### src/rtl/demux_32bits_6.sv
// Six-way registered demultiplexer with one-word slots per destination,
// valid/ready handshakes on both sides and a saturating drop counter.
module demux_32bits_6 #(
   parameter int LARGURA = 32
) (
   input  logic               clock,
   input  logic               reset,
   input  logic [LARGURA-1:0] entrada,
   input  logic [3:0]         seletor,
   input  logic               entrada_valida,
   output logic               entrada_pronta,
   output logic [LARGURA-1:0] saida1,
   output logic [LARGURA-1:0] saida2,
   output logic [LARGURA-1:0] saida3,
   output logic [LARGURA-1:0] saida4,
   output logic [LARGURA-1:0] saida5,
   output logic [LARGURA-1:0] saida6,
   output logic [5:0]         saida_valida,
   input  logic [5:0]         saida_pronta,
   output logic               erro,
   output logic [7:0]         descartes
);

   logic [LARGURA-1:0] dado [6];
   logic [5:0]         alvo;
   logic [5:0]         dreno;
   logic [5:0]         carga;
   logic               legal;
   logic               descarte;

   // One-hot destination; all-zero means an illegal code
   always_comb begin
      alvo = '0;
      unique case (seletor)
         4'b0000: alvo = 6'b000001;
         4'b0001: alvo = 6'b000010;
         4'b0010: alvo = 6'b000100;
         4'b0110: alvo = 6'b001000;
         4'b0111: alvo = 6'b010000;
         4'b1100: alvo = 6'b100000;
         default: alvo = 6'b000000;
      endcase
   end

   assign legal    = |alvo;
   assign dreno    = saida_valida & saida_pronta;
   assign entrada_pronta =
      !legal || (|(alvo & (~saida_valida | dreno)));
   assign carga    = {6{entrada_valida & entrada_pronta}} & alvo;
   assign descarte = entrada_valida && !legal;

   always_ff @(posedge clock) begin
      if (reset) begin
         saida_valida <= '0;
         erro         <= 1'b0;
         descartes    <= '0;
         for (int k = 0; k < 6; k++) dado[k] <= '0;
      end else begin
         // A load wins over a drain of the same slot
         saida_valida <= (saida_valida & ~dreno) | carga;
         erro         <= descarte;
         if (descarte && descartes != 8'hFF)
            descartes <= descartes + 8'd1;
         for (int k = 0; k < 6; k++)
            if (carga[k]) dado[k] <= entrada;
      end
   end

   assign saida1 = dado[0];
   assign saida2 = dado[1];
   assign saida3 = dado[2];
   assign saida4 = dado[3];
   assign saida5 = dado[4];
   assign saida6 = dado[5];

endmodule

### config.mk
export PLATFORM = sky130hd
export DESIGN_NAME = demux_32bits_6
export DESIGN_NICKNAME = d
export VERILOG_FILES = /design/src/rtl/demux_32bits_6.sv
export SDC_FILE = /design/constraint.sdc
export NUM_CORES = 1
export LEC_CHECK = 0
export ABC_AREA = 1
export ABC_CLOCK_PERIOD_IN_PS = 12370
export CORE_MARGIN = 2
export CORE_UTILIZATION = 30
export CTS_CLUSTER_SIZE = 25
export DETAILED_ROUTE_END_ITERATION = 6
export DONT_BUFFER_PORTS = 1
export GPL_ROUTABILITY_DRIVEN = 0
export GPL_TIMING_DRIVEN = 0
export RECOVER_POWER = 25
export SKIP_CTS_REPAIR_TIMING = 1
export SLEW_MARGIN = 20
export SYNTH_ARGS = -nofsm -noshare
export SYNTH_HDL_FRONTEND = slang
export SYNTH_SLANG_ARGS = --single-unit
### constraint.sdc
create_clock -name clock -period 12.37 [get_ports clock]
set_input_delay 1.8555 -clock clock [delete_from_list [all_inputs] [get_ports clock]]
set_output_delay 1.8555 -clock clock [all_outputs]
set_load 0.01 [all_outputs]
; ---- Yosys cells after proc, flatten, opt, wreduce, memory -nomap -nowiden
; Memory sizes are Yosys's and may differ from the RTL's.
; Index checks and enable logic that the tools add are counted.
; Widths: inputs -> output; s select.
[word_totals]
reg_bits = 15
ramBits = 192
input_bits = 45
output_inout_bits = 208
mem_count = 1
[mem_list]
columns = memory, depth, width, rd, rd_ports_with_merged_regs, wr, line
row1 = dado, 6, 32, 6, 0, 6, 24  ; logic [LARGURA-1:0] dado [6];
[op_classes]
add_sub_neg = 1
n_eq_ne = 6
muxes = 27
bitwise_logic = 15
n_reduce_logical = 7
[ops]
columns = op, n
row1 = $mux 32, 6
row2 = $pmux 6 s6, 1
row3 = $and 6x6->6, 4
row4 = $mux 1, 20
row5 = $not 6->6, 2
row6 = $or 6x6->6, 2
row7 = $reduce_or 6->1, 2
row8 = $add 8x1->8 const B, 1
row9 = $eq 4x3->1 const B, 2
row10 = $ne 8x8->1 const B, 1
row11 = $or 1x1->1, 6
row12 = $eq 4x1->1 const B, 1
row13 = $eq 4x2->1 const B, 1
row14 = $eq 4x4->1 const B, 1
row15 = $logic_not 4->1, 1
row16 = $logic_and 1x1->1, 2
row17 = $and 1x1->1, 1
row18 = $logic_not 1->1, 1
row19 = $logic_or 1x1->1, 1

; ---- Longest topological paths before layout
[logic_depth]
ltp_word = 11
ltp_mapped = 10
mapped_depth_nobuf = 9

; ---- Worst setup path after synthesis
; Ideal clock, no wire load.
[synth_timing]
kind = input to register
start = input seletor[0]
end = memory dado[0][0] (enable)
setup_time_ps = 466
arrival_ps = 4920
t_required_ps = 11904
setup_slack_ps = 6985
cell_stages = 9
path_buffers = 0
cell_sequence = nand2_1 > inv_1 > nand2_1 > nand2_2 > nor2_8 > nor2_8 > nand2_8 > nand2_1 > o21ai_0
[synth_lines]
columns = element, line
row1 = start: declaration, 9  ; input logic [3:0] seletor,
row2 = end: declaration, 24

; ---- Worst setup path in the final report
[layout_timing]
start = input seletor[0]
end = output entrada_pronta
[layout_between]
elab_chain_len = 5
[layout_rtl]
columns = element, line
row1 = "$eq 4x4->1, or another cell as far along", 34  ; unique case (seletor)
row2 = $pmux 6 s6 *, 34
row3 = $and 6x6->6 or $reduce_or 6->1 (tied branches), "48, 45"
row4 = $reduce_or 6->1 or $logic_not 1->1 (tied branches), 48  ; !legal || (|(alvo & (~saida_valida | dreno)));
row5 = $logic_or 1x1->1 *, 48
row6 = end: declaration, 11  ; output logic entrada_pronta,
; Every way passes the cells marked *; elsewhere a longest branch is shown, timed or not.

==> impl_metrics.yaml <==
outcome:
  outcome: "complete, no violations"
global_routing:
  antenna_found_initial: 0
  grt_usage_pct: 14.8
  grt_overflow: 0
  grt_pass1_vias: 4528
  grt_max_degree: 22
  grt_first_pass_wirelength_mm: 30.7
place:
  place_area_um2: 8660
  place.port_buffers: 0
  dp_hpwl_mm: 15.2
sta:
  tightest_slew_ns: 0.886
  period_minus_slack_ns: 4.51
  tns_ns: 0
  slew_headroom_pct: 40.9
  finClkSkew_ns: 0.0255
  clock.fmax_mhz: 222
  hold_viol_final: 0
  rsz0062_at_grt: "no"
  slew_violations: 0
  hold_ws_ns: 0.532
  setup_viol_count_final: 0
  fin_crit_sh_pct: 36.5
synthesis:
  synth_seq_cells: 207
  seq_area_frac_synth_pct: 76.2
  synth.cell_area_um2: 7970
  synth_nets: 636
  synthCells: 590
  yosysWarnings: 0
  synth_cell_types: 26
  synth.avg_cell_area_um2: 13.5
die:
  initial_utilization_pct: 30.6
  dieArea_um2: 27900
  core-area_um2: 26100
  die_height_um: 167
  rows: 59
  dieWidth_um: 167
  ios: 253
power:
  pwr_density_cell_nw_per_um2: 167
  p_switching_w: 0.000373
  p_int_w: 0.00120
  power.leakage_nw: 3.56
  seqPwrFrac_pct: 54.1
  peakVddDrop_v: 0.000134
  combPwrFrac_pct: 4.2
  pwr-share-clk_pct: 41.7
  swShare_pct: 23.8
clock_network:
  clk_pin_slew_worst_paths_ns: 0.06
  cts_buffers: 22
  htree_levels: 1
  insertion_delay_ns: 0.51
  clockBufferDepth: 3
  cts_tree: "done"
  cts.sinks: 207
  root_buffer: "clkbuf_16"
worst_setup_path:
  cp_data_required_time_ns: 10.51
  cp_data_arrival_time_ns: 2.66
  rr_startpoint: "saida_valida[5]$_SDFF_PP0_"
  critical_path_class: "primary input to primary output"
  crit_start: "seletor[0]"
  crit_path_start_kind: "primary input"
  critPathMaxFanout: 9
  cp-end-kind: "primary output"
routing:
  drc_errors: 0
  drt_iter0_drc: 253
  postRouteAntennaNets: 0
  post_drt_wl_per_cell_um: 21.9
  firstDrtPassIters: 7
  vias: 4477
  wl_mm: 21.3
  drt-vias-per-instance: 4.60
hold_path:
  hold_start: "saida_valida[2]$_SDFF_PP0_"
  hold_class: "register to register"
finish:
  area_growth_pct: 17.7
  antenna_cells: 0
  layout-drive-gt1-share_pct: 15.8
  finalInstanceArea_um2: 9370
  num-nets-final: 668
  finish.utilization_pct: 36.0
run:
  maxCapViolCount: 0
-- area by class of cell --
type | count | area [µm²]
buffer | 22 | 223
inverter | 61 | 229
clock buffer | 23 | 554
tap | 335 | 419
clock inverter | 17 | 161
multi-input combinational | 300 | 1510
sequential | 207 | 6070
fill | 2507 | 16700
timing repair buffer | 8 | 213
-- logic make-up after synthesis --
| kind of cell | count (synthesis) | synth area share [%] |
|---|---|---|
| DFF | 207 | 76.2 |
| adders and majority gates | 1 | 0.157 |
| buffers and inverters | 83 | 5.70 |
| and+or+nand+nor | 280 | 16.6 |
| xor gates and xnor gates | 4 | 0.440 |
| AOI/OAI and AO/OA | 15 | 0.942 |
-- layer usage --
metal	routed length, µm	global-route usage (%)	up-vias
li1	-	-	2043
met1	8760	18.1	2195
met2	10400	25.2	204
met3	1640	4.42	35
met4	512	4.61	0
met5	0	0	-
-- layout by cell type, fill, tap and decap left out, types with 7 or more instances in the layout --
cell type	synthesis	layout
clkbuf_16	0	22
nand2_1	41	41
a21oi_1	7	7
nand4_1	10	10
inv_1	60	60
edfxtp_1	192	192
nor2_1	180	180
nand3_1	13	14
nor2_2	22	22
dfxtp_1	15	15
buf_16	0	7
buf_6	17	17
-- sequential cells by signal (all words and copies together), names as in the netlist --
| signal | count |
|---|---|
| dado | 192 |
| descartes | 8 |
| saida_valida | 6 |
| erro | 1 |
-- worst max-delay path: stages --
cell and delay (ns):
nand2_1 0.06, inv_1 0.06, nand2_1 0.16, nand2_2 0.13, nor2_8 0.20, nor2_8 0.06
nand2_8 0.13
-- cells in the mapped netlist, drive strengths merged --
cell type  number  area share [%]
a21oi           7            0.44
buf            20             2.7
clkbuf          2            0.11
clkinv          1           0.047
dfxtp          15             3.8
edfxtp        192              72
ha              1            0.16
inv            60             2.8
nand2          45             2.5
nand3          14            0.94
nand4          16             2.4
nor2          204              11
nor4            1           0.079
o21ai           8            0.50
xnor2           1            0.11
xor2            3            0.33
-- through the flow --
stage	power, W	worst slack (ns)	cells
detailed placement	0.000932	7.84	933
global placement	0.000925	4.29	925
floorplan	0.000892	6.98	590
finish	0.00157	7.86	973
CTS	0.00159	7.84	973
global route	0.00162	7.76	973
-- final timing paths --
path	to	slack (ns)	cells after the start
max reg2reg	dado[5][11]$_SDFFCE_PN0P_	9.79	9
max	entrada_pronta	7.86	7
min	saida_valida[2]$_SDFF_PP0_	0.53	2
min reg2reg	saida_valida[2]$_SDFF_PP0_	0.53	2
-- power by group through the flow --
stage                     logic [W]  registers [W]  clock network, W
after floorplan           0.0000369       0.000855                 0
after global placement    0.0000549       0.000870                 0
after detailed placement  0.0000681       0.000864                 0
after CTS                 0.0000684       0.000849          0.000669
after global routing      0.0000726       0.000851          0.000694
final                     0.0000658       0.000848          0.000654
Note: power is estimated with default switching activity, not from simulation.
